[config.mk]
export PLATFORM = sky130hd
export DESIGN_NAME = prog_updown_counter
export DESIGN_NICKNAME = d
export VERILOG_FILES = /design/src/rtl/prog_updown_counter.sv
export SDC_FILE = /design/constraint.sdc
export NUM_CORES = 1
export LEC_CHECK = 0
export BUFFER_PORTS_ARGS = -buffer_cell sky130_fd_sc_hd__buf_2
export CAP_MARGIN = 20
export CORE_MARGIN = 2
export CORE_UTILIZATION = 63
export CTS_CLUSTER_SIZE = 25
export DETAILED_ROUTE_END_ITERATION = 6
export GPL_TIMING_DRIVEN = 0
export PLACE_DENSITY = 0.86
export SLEW_MARGIN = 25
export SYNTH_ARGS = -nofsm -noshare
export SYNTH_HDL_FRONTEND = slang
export SYNTH_SLANG_ARGS = --single-unit
[constraint.sdc]
create_clock -name clk -period 9.4 [get_ports clk]
set_clock_uncertainty 0.05 [all_clocks]
set_input_delay 2.35 -clock clk [delete_from_list [all_inputs] [get_ports clk]]
set_output_delay 2.35 -clock clk [all_outputs]
set_load 0.1 [all_outputs]
[src/rtl/prog_updown_counter.sv]
// Up/down counter with programmable limit, variable step and wrap/saturate/one-shot end modes.
// Sticky overflow/underflow flags; done latches in one-shot mode until the next load.
module prog_updown_counter #(
  parameter int unsigned WIDTH  = 8,
  parameter int unsigned STEP_W = 4
) (
  input  logic              clk,
  input  logic              rst_n,
  input  logic              load_n,
  input  logic [WIDTH-1:0]  data_load,
  input  logic              ce,
  input  logic              up_down,
  input  logic [STEP_W-1:0] step,
  input  logic [1:0]        mode,
  input  logic [WIDTH-1:0]  limit,
  input  logic              clr_flags,
  output logic [WIDTH-1:0]  count_out,
  output logic              zero,
  output logic              max_count,
  output logic              wrap_pulse,
  output logic              ovf_sticky,
  output logic              unf_sticky,
  output logic              done
);

  typedef enum logic [1:0] {
    MODE_WRAP    = 2'd0,
    MODE_SAT     = 2'd1,
    MODE_ONESHOT = 2'd2,
    MODE_RSVD    = 2'd3
  } mode_e;

  localparam logic [WIDTH:0] ONE = 1;

  mode_e          mode_sel;
  logic [WIDTH:0] cnt_x;
  logic [WIDTH:0] lim_x;
  logic [WIDTH:0] step_x;
  logic [WIDTH:0] sum_x;
  logic [WIDTH:0] wrap_up_x;
  logic [WIDTH:0] wrap_dn_x;
  logic           over;
  logic           under;
  logic           counting;

  logic [WIDTH-1:0] count_d;
  logic             wrap_d;
  logic             ovf_set;
  logic             unf_set;
  logic             done_set;
  logic [WIDTH-1:0] load_val;

  assign mode_sel  = mode_e'(mode);
  assign cnt_x     = {1'b0, count_out};
  assign lim_x     = {1'b0, limit};
  assign step_x    = {{(WIDTH + 1 - STEP_W){1'b0}}, step};
  assign sum_x     = cnt_x + step_x;
  assign wrap_up_x = sum_x - lim_x - ONE;
  assign wrap_dn_x = cnt_x + lim_x + ONE - step_x;
  assign over      = sum_x > lim_x;
  assign under     = step_x > cnt_x;
  assign counting  = ce && (step != '0) && !done;
  assign load_val  = (data_load > limit) ? limit : data_load;

  assign zero      = (count_out == '0);
  assign max_count = (count_out == limit);

  // Load is handled in the register block; this only covers count/hold on a non-load edge.
  always_comb begin
    count_d  = count_out;
    wrap_d   = 1'b0;
    ovf_set  = 1'b0;
    unf_set  = 1'b0;
    done_set = 1'b0;
    if (counting) begin
      if (count_out > limit) begin
        count_d = limit;
      end else if (up_down) begin
        if (over) begin
          ovf_set = 1'b1;
          unique case (mode_sel)
            MODE_SAT: count_d = limit;
            MODE_ONESHOT: begin
              count_d  = limit;
              done_set = 1'b1;
            end
            default: begin
              count_d = wrap_up_x[WIDTH-1:0];
              wrap_d  = 1'b1;
            end
          endcase
        end else begin
          count_d = sum_x[WIDTH-1:0];
        end
      end else begin
        if (under) begin
          unf_set = 1'b1;
          unique case (mode_sel)
            MODE_SAT: count_d = '0;
            MODE_ONESHOT: begin
              count_d  = '0;
              done_set = 1'b1;
            end
            default: begin
              count_d = wrap_dn_x[WIDTH-1:0];
              wrap_d  = 1'b1;
            end
          endcase
        end else begin
          count_d = count_out - step_x[WIDTH-1:0];
        end
      end
    end
  end

  always_ff @(posedge clk) begin
    if (!rst_n) begin
      count_out  <= '0;
      wrap_pulse <= 1'b0;
      ovf_sticky <= 1'b0;
      unf_sticky <= 1'b0;
      done       <= 1'b0;
    end else if (!load_n) begin
      count_out  <= load_val;
      wrap_pulse <= 1'b0;
      done       <= 1'b0;
    end else begin
      count_out  <= count_d;
      wrap_pulse <= wrap_d;
      done       <= done | done_set;
      // A new event in the same cycle as clr_flags keeps its flag set.
      ovf_sticky <= ovf_set | (ovf_sticky & ~clr_flags);
      unf_sticky <= unf_set | (unf_sticky & ~clr_flags);
    end
  end

endmodule

-- Yosys cells after proc, flatten, opt, wreduce, memory -nomap -nowiden
Index checks and enable logic that the tools add are counted.
- $lt $le $gt $ge: 4
- eq/ne operators: 4
- $add $sub $neg: 7
- bitwise operators: 9
- muxes and demuxes: 27
- reduce and logical (&&, ||, !) cells: 8
- operator list (cell ; number):
    two-way mux 8 bit ; 9
    two-way mux 1 bit ; 18
    > comparator 8 bit ; 2
    subtractor 8 x 4 -> 8 bit ; 2
    adder 8 x 4 -> 9 bit ; 1
    > comparator 9 x 8 -> 1 bit ; 1
    adder 8 x 1 -> 8 bit, second input constant ; 1
    adder 8 bit ; 1
    equality test 8 bit ; 1
    > comparator 4 x 8 -> 1 bit ; 1
    logical NOT 8 bit ; 1
    subtractor 8 x 1 -> 8 bit, second input constant ; 1
    subtractor 8 bit ; 1
    inverter 1 bit ; 4
    nonzero test 4 bit ; 1
    OR reduction 4 bit ; 1
    bitwise OR 1 bit ; 3
    bitwise AND 1 bit ; 2
    equality test 2 x 1 -> 1 bit, second input constant ; 1
    equality test 2 bit, second input constant ; 1
    logical AND 1 bit ; 2
    != test 2 x 1 -> 1 bit, second input constant ; 1
    AND reduction 2 bit ; 1
    OR reduction 2 bit ; 1
    logical NOT 1 bit ; 1
- logic and storage cells: 64
- flip-flop bits (word level): 12
- output and inout bits: 14

-- Depth between registers and ports, before layout
- depth in word-level cells: 9
- depth in mapped cells: 17
- mapped depth without buffers: 16

-- Worst setup path before layout
Ideal clock, no wire load.
- path kind: input to output
- start point: input port limit[7]
- end point: output port max_count
- slack: 2402 ps
- stages: 4
- data arrival time: 4598 ps
- data required time: 7000 ps
- path buffers: 0
- cell sequence: inv_1 -> ha_1 -> nand4_1 -> nor4_2
- longest elaborated chain between the ends: 1
- ends and longest elaborated chain (element ; RTL line ; RTL):
    start, declared ; 15 ; input logic [WIDTH-1:0] limit,
    equality test 8 bit ; 66 ; assign max_count = (count_out == limit);
    end, declared ; 19 ; output logic max_count,
Every way passes these cells.

-- Worst setup path in the final report
Ends and elaborated chain as after synthesis.

==> summary by stage <==
Global routing
The largest net degree at the start of global routing is 11. The initial antenna violation count is 0. The number of global-route vias before repair is 2763. The total global routing overflow is 0.

Global routing used 33.78% of the available tracks across all layers. The global-route wire length before repair is 13.23 mm.

Routing
The average routed wire per standard cell is 18.50 microns. For this run, design rule violations remaining after detail routing come to 0. The final layout contains routed wiring with a total length of 8.031 mm. The remaining antenna violation count is 0. The initial detailed-routing violation count is 271.

Summing over every cut layer, the via total after detailed routing is 2847. The average vias per placed instance is 6.560. Before antenna repair, the detailed router went through 5 iterations.

Timing
The share of the clock period used by the worst path after layout is 66.47%. The headroom to the max-slew limit is 54.46%. Timing would allow up to 0.1601 GHz.

The total count of max-transition violations in the final report came to 0. Setup repair after global routing left no endpoint under its margin. The total setup violations reported at the end of the flow is 0.

The slew at the pin closest to its max-slew limit is 0.6817 ns. The count of endpoints failing hold in the final timing report was 0. The routed design could run at a clock period as short as 6.248 ns. In the final timing run, aggregate negative setup slack is 0 ns.

CTS
The count of cells resized by post-cts repair is 0. After clock tree synthesis, the clock-pin slew on the worst setup and hold paths is 0.05 ns. The longest clock path from root to sink contains 2 buffers. Counting every sink on the clock net gives 12. The TritonCTS clock tree is done.

The buffer count from post-CTS setup fixing is 0. In this run the clock root is driven by a clkbuf_8. At the later pin of the worst-skew pair, clock insertion delay measures 0.24 ns. In this run the number of H-tree levels came out at 1. Buffers inserted during clock tree synthesis total 3. The count of hold-fix buffers inserted at cts is 0.

Cells and area
The top cell types in the final layout, fill and taps aside, are inv_1 (46), ha_1 (46), buf_2 (44). The number of antenna diodes is 0. Fill cells in the final layout number 337. The fraction of layout cells with a size suffix above 1 is 17.97%. The number of nets in the finished design is 466. From synthesis to final layout, the design area changed by 11.80%.

Place
Port buffering added 40 buffers. At the end of routability-driven placement, the weighted congestion stood at 1.006. The half-perimeter wire length after detailed placement is 6.505 mm.

Floorplanning
The initial core utilization is 66.39%. The floorplan step set the die width to 69.39 microns. After floorplanning, the core was divided into 23 placement rows. The count of pins on the block boundary is 42. The floorplan step defined a core boundary enclosing 4058 sq um. The floorplan step set the die height to 69.39 microns. The die covers 4815 sq um.

Pwr
In this run the power density over the cells is 159.0 nW/um^2. The largest vdd supply drop is 0.1126 mV. Power comes to 0.0004788 W. The static leakage is 1.478 nW.

Outcome
The flow ran to the end, and the final reports show no timing, DRC or antenna violations.

Setup path
STA classifies the critical path endpoint as a primary output. The sort of element at the start of the critical path is an input port. Data on the critical path arrives at its endpoint at 3.85 ns.

The critical path is of the in2out type. Along the worst path, the maximum fanout reaches 4. The data required time at the worst endpoint is 7.00 ns.

Yosys
The number of distinct standard cells referenced by the synthesized netlist is 62. The synthesized instance count is 340. The total nets after synthesis is 421. In this run, synthesis produced a sequential element count of 12.

The share of flip-flops with an asynchronous set or reset is 0%. For this run, the leading register cell type out of synthesis is dfxtp_1. The post-synthesis area per instance is 7.923 sq um.

The number of flops mapped to enable cells by yosys is 0. The Yosys step of the flow raised 0 warnings. The post-synthesis instance area is 2694 sq um. The fraction of the yosys area taken by sequential cells is 8.918%.

Flow run
The number of max-cap violations is 0.

Worst hold path
The path category of the worst min-delay check is reg2reg.
[per-layer routing]
layer,up-vias,wire (microns),track usage (%)
li1,1349,-,-
met1,1294,3253,44.00
met2,174,3713,56.09
met3,30,796,4.506
met4,0,268,13.73
met5,-,0,0
[cells in the mapped netlist (4+ instances only)]
cell type / instances / area share [%]
dfxtp_1: 12 / 8.9
mux2_2: 6 / 2.5
nor2b_1: 5 / 1.2
mux2i_1: 8 / 3.0
xor2_1: 6 / 2.0
nand2b_1: 5 / 1.2
a21o_1: 7 / 2.0
xnor2_1: 13 / 4.2
o21bai_1: 6 / 1.7
nor2_1: 15 / 2.1
a21oi_1: 23 / 4.3
inv_1: 46 / 6.4
ha_1: 46 / 21
a222oi_1: 4 / 1.5
nor3_1: 9 / 1.7
nand4_1: 7 / 1.6
o211ai_1: 8 / 2.2
a31oi_1: 6 / 1.4
o21ai_0: 19 / 3.5
fa_1: 7 / 5.2
nand2_1: 15 / 2.1
buf_2: 4 / 0.74
[final timing paths]
check                             startpoint           end  slack (ns)  cells after the start
worst max-delay path                limit[7]     max_count        3.15                      6
worst min-delay path              ovf_sticky    ovf_sticky        0.44                      2
worst max register to register  count_out[0]  count_out[3]        5.51                     16
worst min register to register    ovf_sticky    ovf_sticky        0.44                      2
[metrics by stage]
step	instances	utilization, %	hold WS [ns]	setup slack [ns]	area, sq um
after global placement	430	72.86	0.4304	3.172	2957
after CTS	434	74.22	0.4459	3.152	3012
after global routing	434	74.22	0.4671	3.042	3012
after floorplan	340	-	0.9232	2.402	2694
after detailed placement	430	72.86	0.4335	3.156	2957
final	434	74.22	0.4397	3.152	3012
[flip-flops by register name, summed over array words and instances, names as in the netlist]
register,count
count_out,8
done,1
ovf_sticky,1
unf_sticky,1
wrap_pulse,1
[power breakdown]
group / total (W) / internal [W] / switching, W / leakage, nW
logic: 0.000357 / 0.000133 / 0.000224 / 1.35
registers: 0.0000646 / 0.0000559 / 0.00000868 / 0.0986
clock network: 0.0000574 / 0.0000370 / 0.0000203 / 0.0288
total: 0.000479 / 0.000226 / 0.000253 / 1.48
[worst max-delay path, stage by stage]
cell and delay [ns]:
buf_2 0.10, inv_1 0.10, ha_1 0.39, nand4_1 0.16
nor4_2 0.27, buf_2 0.47
[cells by family after synthesis]
logic type | count (synthesis) | share of synthesized area [%]
adder cells (fa/ha/maj) | 53 | 26.57
AO/OA/AOI/OAI | 108 | 28.24
multiplexers | 14 | 5.481
flip-flops | 12 | 8.918
XOR/XNOR | 19 | 6.177
buffers and inverters | 56 | 8.686
AND/OR/NAND/NOR | 78 | 15.93
[final cells by class]
type,count,area [sq um],share of cell area (%)
sequential,12,240.2,7.977
buffer,9,57.56,1.911
tap,50,62.56,2.077
multi-input combinational,272,2220,73.70
inverter,47,176.4,5.858
clock buffer,4,55.05,1.828
timing repair buffer,40,200.2,6.647
No activity file was read; power rests on OpenSTA's default activity.
